### src/rtl/cpu_pkg.sv
// Shared execute-stage definitions: multiply/divide op codes, FSM encoding and default width.
package cpu_pkg;

  localparam int unsigned MD_WIDTH = 16;

  localparam logic [1:0] MD_MUL   = 2'b00;
  localparam logic [1:0] MD_MULHU = 2'b01;
  localparam logic [1:0] MD_DIV   = 2'b10;
  localparam logic [1:0] MD_REM   = 2'b11;

  typedef enum logic [1:0] {
    StIdle = 2'd0,
    StRun  = 2'd1,
    StFin  = 2'd2
  } md_state_e;

endpackage

### src/rtl/muldiv_unit.sv
// Iterative multiply/divide unit: shift-add multiply and restoring divide, one bit per clock,
// with a start/busy/done handshake and a single shared adder/subtractor.
module muldiv_unit
  import cpu_pkg::*;
#(
  parameter int unsigned WIDTH = MD_WIDTH
) (
  input  logic             i_clk,
  input  logic             i_rst,
  input  logic             i_start,
  input  logic [WIDTH-1:0] i_a,
  input  logic [WIDTH-1:0] i_b,
  input  logic [1:0]       i_op,
  input  logic             i_signed,
  output logic             o_busy,
  output logic             o_done,
  output logic [WIDTH-1:0] o_r
);

  localparam int unsigned CntW = $clog2(WIDTH);

  md_state_e        state_q, state_d;
  logic [CntW-1:0]  cnt_q, cnt_d;
  logic [WIDTH-1:0] hi_q, hi_d;
  logic [WIDTH-1:0] lo_q, lo_d;
  logic [WIDTH-1:0] m_q, m_d;
  logic [1:0]       op_q, op_d;
  logic             neg_quo_q, neg_quo_d;
  logic             neg_rem_q, neg_rem_d;
  logic             bzero_q, bzero_d;
  logic             busy_q, busy_d;
  logic             done_q, done_d;
  logic [WIDTH-1:0] r_q, r_d;

  logic             a_neg, b_neg;
  logic [WIDTH-1:0] a_mag, b_mag;
  logic             is_div;
  logic [WIDTH:0]   add_x, add_y;
  logic [WIDTH+1:0] sum;
  logic [WIDTH-1:0] quo_fix, rem_fix;

  // Sign handling is only meaningful for DIV/REM; MUL paths latch the raw operands.
  assign a_neg = i_signed & i_a[WIDTH-1];
  assign b_neg = i_signed & i_b[WIDTH-1];
  assign a_mag = a_neg ? (WIDTH'(0) - i_a) : i_a;
  assign b_mag = b_neg ? (WIDTH'(0) - i_b) : i_b;

  assign is_div = op_q[1];

  // Shared adder: accumulate multiplicand for MUL, trial-subtract divisor for DIV.
  // For DIV the carry out (sum[WIDTH+1]) is set exactly when no borrow occurs.
  assign add_x = is_div ? {hi_q, lo_q[WIDTH-1]} : {1'b0, hi_q};
  assign add_y = is_div ? ~{1'b0, m_q} : {1'b0, m_q};
  assign sum   = {1'b0, add_x} + {1'b0, add_y} + {{(WIDTH + 1){1'b0}}, is_div};

  assign quo_fix = neg_quo_q ? (WIDTH'(0) - lo_q) : lo_q;
  assign rem_fix = neg_rem_q ? (WIDTH'(0) - hi_q) : hi_q;

  always_comb begin
    state_d   = state_q;
    cnt_d     = cnt_q;
    hi_d      = hi_q;
    lo_d      = lo_q;
    m_d       = m_q;
    op_d      = op_q;
    neg_quo_d = neg_quo_q;
    neg_rem_d = neg_rem_q;
    bzero_d   = bzero_q;
    busy_d    = busy_q;
    done_d    = 1'b0;
    r_d       = r_q;

    unique case (state_q)
      StIdle: begin
        if (i_start) begin
          state_d   = StRun;
          busy_d    = 1'b1;
          cnt_d     = CntW'(WIDTH - 1);
          op_d      = i_op;
          hi_d      = '0;
          bzero_d   = (i_b == '0);
          neg_quo_d = (a_neg ^ b_neg) & (i_b != '0);
          neg_rem_d = a_neg;
          if (i_op[1]) begin
            lo_d = a_mag;
            m_d  = b_mag;
          end else begin
            lo_d = i_b;
            m_d  = i_a;
          end
        end
      end

      StRun: begin
        if (is_div) begin
          hi_d = sum[WIDTH+1] ? sum[WIDTH-1:0] : add_x[WIDTH-1:0];
          lo_d = {lo_q[WIDTH-2:0], sum[WIDTH+1]};
        end else if (lo_q[0]) begin
          hi_d = sum[WIDTH:1];
          lo_d = {sum[0], lo_q[WIDTH-1:1]};
        end else begin
          hi_d = {1'b0, hi_q[WIDTH-1:1]};
          lo_d = {hi_q[0], lo_q[WIDTH-1:1]};
        end
        if (cnt_q == '0) begin
          state_d = StFin;
        end else begin
          cnt_d = cnt_q - CntW'(1);
        end
      end

      StFin: begin
        state_d = StIdle;
        busy_d  = 1'b0;
        done_d  = 1'b1;
        unique case (op_q)
          MD_MUL:   r_d = lo_q;
          MD_MULHU: r_d = hi_q;
          MD_DIV:   r_d = bzero_q ? '1 : quo_fix;
          MD_REM:   r_d = rem_fix;
          default:  r_d = r_q;
        endcase
      end

      default: begin
        state_d = StIdle;
        busy_d  = 1'b0;
      end
    endcase
  end

  always_ff @(posedge i_clk or posedge i_rst) begin
    if (i_rst) begin
      state_q   <= StIdle;
      cnt_q     <= '0;
      hi_q      <= '0;
      lo_q      <= '0;
      m_q       <= '0;
      op_q      <= '0;
      neg_quo_q <= 1'b0;
      neg_rem_q <= 1'b0;
      bzero_q   <= 1'b0;
      busy_q    <= 1'b0;
      done_q    <= 1'b0;
      r_q       <= '0;
    end else begin
      state_q   <= state_d;
      cnt_q     <= cnt_d;
      hi_q      <= hi_d;
      lo_q      <= lo_d;
      m_q       <= m_d;
      op_q      <= op_d;
      neg_quo_q <= neg_quo_d;
      neg_rem_q <= neg_rem_d;
      bzero_q   <= bzero_d;
      busy_q    <= busy_d;
      done_q    <= done_d;
      r_q       <= r_d;
    end
  end

  assign o_busy = busy_q;
  assign o_done = done_q;
  assign o_r    = r_q;

endmodule

### config.mk
export PLATFORM = sky130hd
export DESIGN_NAME = muldiv_unit
export DESIGN_NICKNAME = d
export VERILOG_FILES = /design/src/rtl/cpu_pkg.sv /design/src/rtl/muldiv_unit.sv
export SDC_FILE = /design/constraint.sdc
export NUM_CORES = 1
export LEC_CHECK = 0
export ABC_AREA = 1
export CAP_MARGIN = 25
export CORE_MARGIN = 2
export CORE_UTILIZATION = 54
export DETAILED_ROUTE_END_ITERATION = 8
export HOLD_SLACK_MARGIN = 0.12
export PLACE_DENSITY_LB_ADDON = 0.05
export SLEW_MARGIN = 20
export SYNTH_ARGS = -nofsm -noshare
export SYNTH_HDL_FRONTEND = slang
export SYNTH_SLANG_ARGS = --single-unit
### constraint.sdc
create_clock -name i_clk -period 2.7 [get_ports i_clk]
set_clock_uncertainty 0.15 [all_clocks]
set_input_delay 0.81 -clock i_clk [delete_from_list [all_inputs] [get_ports i_clk]]
set_output_delay 0.81 -clock i_clk [all_outputs]
set_load 0.01 [all_outputs]
======== Yosys cells after proc, flatten, opt, wreduce, memory -nomap -nowiden ========
Index checks and enable logic that the tools add are counted.
storage, ports and cells
  output and inout port bits .............. 18
  logic and storage cells ................. 72
  bits of input ports ..................... 38
  register bits after elaboration ......... 77
operators by class
  eq/ne operators ......................... 8
  reductions and logical operators ........ 11
  muxes and demuxes ....................... 28
  bitwise gates (word level) .............. 6
  add/sub/neg operators ................... 7
operator list
  cell                   number
  $mux 16                14
  $pmux 16 s2            2
  $pmux 16 s4            1
  $sub 1x16->16 const A  4
  $mux 17                2
  $add 17x17->18         1
  $add 18x1->18          1
  $not 16->17            1
  $logic_not 16->1       1
  $reduce_bool 16->1     1
  $mux 4                 2
  $pmux 4 s2             1
  $reduce_and 2->1       4
  $eq 2x2->1 const B     3
  $ne 2x2->1 const B     3
  $eq 2x1->1 const B     2
  $logic_not 2->1        2
  $logic_not 4->1        1
  $mux 2                 2
  $pmux 2 s2             1
  $sub 4x1->4 const B    1
  $and 1x1->1            3
  $reduce_and 3->1       1
  $mux 1                 2
  other kinds (4)        4

======== Longest topological paths before layout ========
Gate-level depths: netlist of run 1.
  depth after elaboration ................. 7
  mapped depth ............................ 20
  mapped depth without buffers ............ 19

======== Worst setup path before layout of run 1 ========
Ideal clock, no wire load.
  kind .................................... register to register
  start ................................... register op_q[1]
  end ..................................... register hi_q[1]
  arrival time ............................ 2.522 ns
  clock period less this slack ............ 2.749 ns
  slack ................................... -0.049 ns
  setup time .............................. 0.077 ns
  cell stages (with the launch flop) ...... 18
  cell sequence ........................... dfrtp_1 -> buf_2 -> buf_2 -> buf_2 -> o21ai_0 -> ha_1 -> nand2_1 -> inv_1 -> nand2_1 -> inv_1 -> a21oi_2 -> nand3_4 -> inv_4 -> buf_6 -> nand2_1 -> nand3_1 -> nand3_1 -> o21ai_1
between the ends
  word-level cells in the longest chain between the ends .. 6
RTL lines
  element                     line                                  RTL
  start, declared             muldiv_unit.sv:27                     logic [1:0] op_q, op_d;
  start signal, assigned      muldiv_unit.sv:152                    op_q <= op_d;
  $mux 17 (on tied branches)  muldiv_unit.sv:52, muldiv_unit.sv:53
  $add 17x17->18              muldiv_unit.sv:54                     assign sum = {1'b0, add_x} + {1'b0, add_y} + {{(WIDTH + 1){1'b0}}, is_div};
  $add 18x1->18               muldiv_unit.sv:54
  $mux 16 (on tied branches)  muldiv_unit.sv:98, muldiv_unit.sv:96
  $mux 16 *                   muldiv_unit.sv:95                     if (is_div) begin
  $pmux 16 s2 *               muldiv_unit.sv:73                     unique case (state_q)
  end signal, assigned        muldiv_unit.sv:149                    hi_q <= hi_d;
  end, declared               muldiv_unit.sv:24                     logic [WIDTH-1:0] hi_q, hi_d;
Every way passes the cells marked *; elsewhere a longest branch is shown, timed or not.
A chain may end at the register's enable or synchronous reset.

======== Worst setup path after layout of run 1 ========
Ends and elaborated chain as after synthesis.

==> flow_summary.json, run 1 <==
{
  "nFillCells": 1162,
  "wl_mm": 24.74,
  "violations": "setup timing",
  "first_pass_iters": 7,
  "syn_inst": 1130,
  "worstMarginPinSlew_ns": 0.7258,
  "clk_pin_slew_ns": 0.06,
  "via_per_inst": 5.646,
  "synth_cell_types": 45,
  "core_um2": 12620,
  "regArea_um2": 1928,
  "worst_setup_path_start_kind": "flip-flop",
  "dp_cells": 1444,
  "finalWorstSetupSlack_ns": -0.03845,
  "cts-htree-levels": 3,
  "hp-class": "flip-flop to flip-flop",
  "reg2reg_depth": 14,
  "cp_max_fo": 15,
  "fin_area_um2": 9084,
  "ys_seq_elements": 77,
  "synthFlopType": "dfrtp_1",
  "yosysSeqAreaShare_pct": 27.56,
  "n_antenna_cell": 0,
  "crit_type": "flip-flop to flip-flop",
  "synth.largest_area_cell": "dfrtp_1",
  "synth_edf_count": 0,
  "start_util_pct": 55.39,
  "min_period_ns": 2.738,
  "num_vias": 8282,
  "routabilityCongestion": 1.012,
  "syn-num-nets": 1189,
  "max_slew_margin_pct": 51.56,
  "outcome": "finished, violations left",
  "setup_viol": 7,
  "arrival_ns": 2.86,
  "num_rows": 41,
  "final_cells": 1467,
  "synthArstFlopShare_pct": 100.0,
  "cp-end-kind": "flip-flop",
  "multi_input_area_um2": 4478,
  "post-place-ws_ns": -0.1379,
  "hold_depth": 2,
  "dieWidth_um": 117.8,
  "period_share_pct": 101.4,
  "cts_made_buffers": 9,
  "layout-drive-gt1-share_pct": 15.52,
  "drcViolationCount": 0,
  "synth_area_um2": 6990,
  "clockBufferDepth": 2,
  "hold_violations": 0,
  "fin_nets": 1349,
  "antenna_found_initial": 0,
  "hpwl_mm": 19.10,
  "max_clock_freq_mhz": 365.2,
  "netlist.area_leader.share_pct": 27.56,
  "clkSinkCount": 77,
  "synthTopCellsByArea": "dfrtp_1, nand2_1, nand3_1, o21ai_0, inv_1",
  "drt-initial-drc-count": 829,
  "max_cap_viol_count": 0,
  "ys_warn_count": 0,
  "wl_per_cell_um": 16.86,
  "pin_count": 56,
  "cts_tree": "yes",
  "area_delta_synth_final_pct": 29.94,
  "ant_nets": 0,
  "grt_pass1_wl_mm": 39.81,
  "grt.overflow.total": 0,
  "grt_pass1_vias": 7796,
  "maxSlewViolCount": 0,
  "grt_max_degree": 49,
  "dpl_cell_area_um2": 8568,
  "track_usage_pct": 35.89,
  "syn_avg_cell_area_um2": 6.186,
  "final_util_pct": 71.98,
  "die_area_um2": 13870,
  "clk_latency_ns": 0.35,
  "io_buffers": 55,
  "crit_required_ns": 2.82,
  "fp.dieH_um": 117.8,
  "clock-root-buffer": "clkbuf_16",
  "rsz0062_at_grt": "true"
}
## cell type report
| class | instances | area share [%] |
|---|---|---|
| multi-input combinational | 878 | 49.30 |
| sequential | 77 | 21.23 |
| timing repair buffer | 189 | 17.92 |
| inverter | 135 | 5.702 |
| clock buffer | 11 | 2.562 |
| tap | 172 | 2.369 |
| clock inverter | 5 | 0.9229 |
## registers in the layout, indices dropped and copies added (netlist names)
name,flops
cnt_q,4
op_q,2
neg_rem_q,1
neg_quo_q,1
lo_q,16
hi_q,16
state_q,2
bzero_q,1
o_busy,1
o_done,1
o_r,16
m_q,16
## critical path, stage by stage, from the launching register on
cell	delay (ns)
dfrtp_2	0.46
buf_6	0.23
xor2_1	0.30
ha_1	0.32
nand2_2	0.09
inv_2	0.04
nand2_1	0.05
nand2_1	0.10
a21oi_4	0.23
nand3_4	0.18
inv_8	0.15
nand2_1	0.07
nand3_1	0.11
nand3_1	0.08
o21ai_1	0.10
## layer usage
| layer | track usage, % | share of wire (%) |
|---|---|---|
| met3 | 3.973 | 6.3 |
| met5 | 0 | 0 |
| met1 | 47.38 | 43 |
| met2 | 59.16 | 47 |
| met4 | 16.49 | 4.6 |
## logic make-up (layout without fill, tap and decap cells)
group | count (synthesis) | in the layout | share of synthesized area [%]
simple gates | 581 | 582 | 34.94
compound gates | 236 | 236 | 18.72
buf+inv | 176 | 340 | 10.02
flops | 77 | 77 | 27.56
xor+xnor | 39 | 39 | 4.886
fa+ha+maj | 21 | 21 | 3.866
## through the flow
stage               hold WS (ns)  setup TNS [ns]
finish                    0.3335         -0.1092
global route              0.3534          -1.512
CTS                       0.3338               0
detailed placement        0.3190          -1.638
global placement          0.3122         -0.4604
floorplan                 0.3282               0
## repair_timing
action                                  in CTS  in global routing
gates cloned                                 0                  2
endpoints found under the setup margin      17                 17
resized for setup                            7                 34
pin swaps                                    0                  1
setup buffers                                0                  5
hold buffers                                 0                  0
## final timing paths
path                       endpoint  startpoint  slack, ns
setup / recovery            hi_q[1]     op_q[1]      -0.04
hold / removal              o_r[13]     o_r[13]       0.33
setup reg to reg            hi_q[1]     op_q[1]      -0.04
hold reg to reg             o_r[13]     o_r[13]       0.33
max in group asynchronous   op_q[1]       i_rst       1.35
min in group asynchronous   o_r[14]       i_rst       0.75
## cells in the final DEF (no fill, tap or decap), drive strengths merged, types with 4 or more instances in the layout
| cell | count |
|---|---|
| nand2 | 347 |
| buf | 133 |
| inv | 132 |
| nand3 | 113 |
| o21ai | 111 |
| nor2 | 88 |
| dfrtp | 77 |
| a21oi | 77 |
| clkdlybuf4s50 | 55 |
| xor2 | 38 |
| ha | 20 |
| o211ai | 15 |
| clkbuf | 12 |
| nand4 | 11 |
| nor3 | 11 |
| o221ai | 7 |
| a31oi | 6 |
| or2 | 6 |
| o22ai | 5 |
| nand3b | 4 |
| o21bai | 4 |
## cells in the mapped netlist (2+ instances only)
cell type  count
nor2_1        84
o21a_1         2
dfrtp_1       77
nand2_1      344
o2111ai_1      3
a31oi_1        6
buf_6          2
a221oi_1       2
ha_1          20
nand3_1      110
a21oi_1       76
clkinv_1       3
clkbuf_1      22
xor2_1        38
o22ai_1        5
nand3b_1       4
o21ai_0      105
o221ai_1       7
inv_2          7
o21ai_1        6
nand4_1       11
buf_2         15
inv_1        124
nor2_2         3
o211ai_1      15
o21bai_1       4
nand2_2        3
nor3_1        10
or2_2          6
Power of run 1 is not shown: default switching activity piles up to over one toggle a cycle in this logic, so the estimate is an artifact.
==> run 2: changes to the inputs <==
--- a/config.mk
+++ b/config.mk
@@ -9,6 +9,7 @@
 export CAP_MARGIN = 25
 export CORE_MARGIN = 2
 export CORE_UTILIZATION = 54
+export CTS_CLUSTER_SIZE = 10
 export DETAILED_ROUTE_END_ITERATION = 8
 export HOLD_SLACK_MARGIN = 0.12
 export PLACE_DENSITY_LB_ADDON = 0.05
==> results of run 2 <==
Same layout as run 1: the final DEF is identical, and so are final timing and power.
Power of run 2 is left out for the same reason.
==> run 3: changes to the inputs <==
--- a/config.mk
+++ b/config.mk
@@ -6,9 +6,11 @@
 export NUM_CORES = 1
 export LEC_CHECK = 0
 export ABC_AREA = 1
+export ABC_CLOCK_PERIOD_IN_PS = 2700
 export CAP_MARGIN = 25
 export CORE_MARGIN = 2
-export CORE_UTILIZATION = 54
+export CORE_UTILIZATION = 55
+export CTS_BUF_LIST = sky130_fd_sc_hd__clkbuf_2 sky130_fd_sc_hd__clkbuf_4 sky130_fd_sc_hd__clkbuf_8
 export CTS_CLUSTER_SIZE = 10
 export DETAILED_ROUTE_END_ITERATION = 8
 export HOLD_SLACK_MARGIN = 0.12
==> flow_summary.json, run 3 (same netlist as run 1, synthesis figures left out) <==
{
  "grt_pass1_wl_mm": 37.98,
  "hpwl_mm": 18.70,
  "grt_pass1_vias": 7638,
  "timing.hold.worst_endpoint": "o_r[5]",
  "fp.dieH_um": 116.7,
  "final_util_pct": 73.00,
  "hp-class": "flip-flop to flip-flop",
  "reg2reg_depth": 13,
  "num_rows": 41,
  "io_buffers": 55,
  "final_cell_mix": "nand2_1, inv_1, buf_4",
  "nFillCells": 1123,
  "cts_tree": "yes",
  "cp-end-kind": "flip-flop",
  "dieWidth_um": 116.7,
  "ant_nets": 0,
  "grt_max_degree": 78,
  "layout-drive-gt1-share_pct": 16.50,
  "crit_chain": "buf_12 > clkbuf_16 > xor2_1 > ha_1 > a21oi_2 > buf_4 > o21bai_1 > a21oi_1 > nand3b_1 > nand3_1 > nand3_1 > nand2_1 > nand2_1",
  "critPathMaxStageDelay_ns": 0.43,
  "clockBufferDepth": 2,
  "crit-reg2reg-launch": "op_q[1]",
  "antenna_found_initial": 0,
  "crit_required_ns": 2.83,
  "worst_setup_path_start_kind": "flip-flop",
  "core_um2": 12520,
  "fin_area_um2": 9138,
  "clk_pin_slew_ns": 0.09,
  "violations": "setup timing",
  "post-place-ws_ns": -0.2631,
  "finalWorstSetupSlack_ns": -0.002196,
  "drcViolationCount": 0,
  "start_util_pct": 55.85,
  "max_slew_margin_pct": 50.01,
  "track_usage_pct": 36.27,
  "maxSlewViolCount": 0,
  "hp-start": "o_r[5]",
  "max_clock_freq_mhz": 370.1,
  "hold_depth": 2,
  "n_antenna_cell": 0,
  "area_delta_synth_final_pct": 30.71,
  "critPathSlowestCell": "dfrtp_2",
  "rrSetupSlack_ns": -0.002,
  "regArea_um2": 1928,
  "wl_per_cell_um": 17.04,
  "clkSinkCount": 77,
  "multi_input_area_um2": 4626,
  "fin_nets": 1341,
  "grt.overflow.total": 0,
  "rsz0062_at_grt": "true",
  "first_pass_iters": 6,
  "dpl_cell_area_um2": 8483,
  "period_share_pct": 100.1,
  "num_vias": 8321,
  "r2r-end": "hi_q[11]",
  "drt-initial-drc-count": 963,
  "arrival_ns": 2.83,
  "crit_type": "flip-flop to flip-flop",
  "pin_count": 56,
  "cp_max_fo": 8,
  "layout_commonest_cell": "nand2_1",
  "routabilityCongestion": 0.9803,
  "wl_mm": 24.83,
  "worstMarginPinSlew_ns": 0.7491,
  "max_cap_viol_count": 0,
  "cts_made_buffers": 9,
  "cts-htree-levels": 3,
  "outcome": "finished, violations left",
  "hold_violations": 0,
  "via_per_inst": 5.711,
  "min_period_ns": 2.702,
  "setup_viol": 1,
  "clk_latency_ns": 0.38,
  "die_area_um2": 13630,
  "clock-root-buffer": "clkbuf_8"
}
==> run 3: worst max-delay path by stage <==
stage | from | endpoint | slack (ns) | cells after the start
floorplan | op_q[1] | hi_q[1] | 0.0007 | 17
CTS | op_q[1] | hi_q[1] | -0.01 | 17
finish | op_q[1] | hi_q[11] | -0.002 | 13
global route | op_q[1] | hi_q[10] | -0.17 | 17
detailed placement | op_q[1] | hi_q[14] | -0.26 | 14
global placement | op_q[1] | hi_q[14] | -0.19 | 14
==> run 3: layer usage <==
metal	track usage, %	share of wire, %	wire length [µm]	up-vias
met5	0	0	0	-
met4	16.94	4.8	1200	0
met3	5.449	7.8	1948	95
met2	59.88	46	11460	409
met1	46.84	41	10230	3796
li1	-	-	-	4021
==> run 3: critical path, delay by kind of cell (launching register included) <==
| family | cells | cell delay (ns) |
|---|---|---|
| flip-flops | 1 | 0.43 |
| adder cells (fa/ha/maj) | 1 | 0.33 |
| AND/OR/NAND/NOR | 5 | 0.49 |
| XOR/XNOR | 1 | 0.17 |
| AO/OA/AOI/OAI | 3 | 0.58 |
| buffers and inverters | 3 | 0.45 |
==> run 3: timing repair <==
item                       4_1_cts  5_1_grt
hold buffers                     0        0
gates cloned                     0        6
pin swaps                        2       16
gates resized for setup         12       58
setup endpoints to repair       17       17
buffers inserted                 2        4
==> run 3: cell type report <==
class / instances / share of cell area (%)
inverter: 135 / 5.669
timing repair inverter: 1 / 0.06847
clock buffer: 10 / 1.506
clock inverter: 4 / 0.8079
sequential: 77 / 21.10
multi-input combinational: 878 / 50.62
timing repair buffer: 180 / 17.87
tap: 172 / 2.355
==> run 3: through the flow <==
| stage | cells | TNS, ns | hold WS [ns] |
|---|---|---|---|
| global route | 1457 | -1.803 | 0.3647 |
| detailed placement | 1431 | -3.558 | 0.3185 |
| floorplan | 1130 | 0 | 0.3282 |
| CTS | 1447 | -0.01768 | 0.3413 |
| finish | 1457 | -0.002196 | 0.3367 |
| global placement | 1431 | -2.420 | 0.3144 |
Power of run 3 is left out for the same reason.
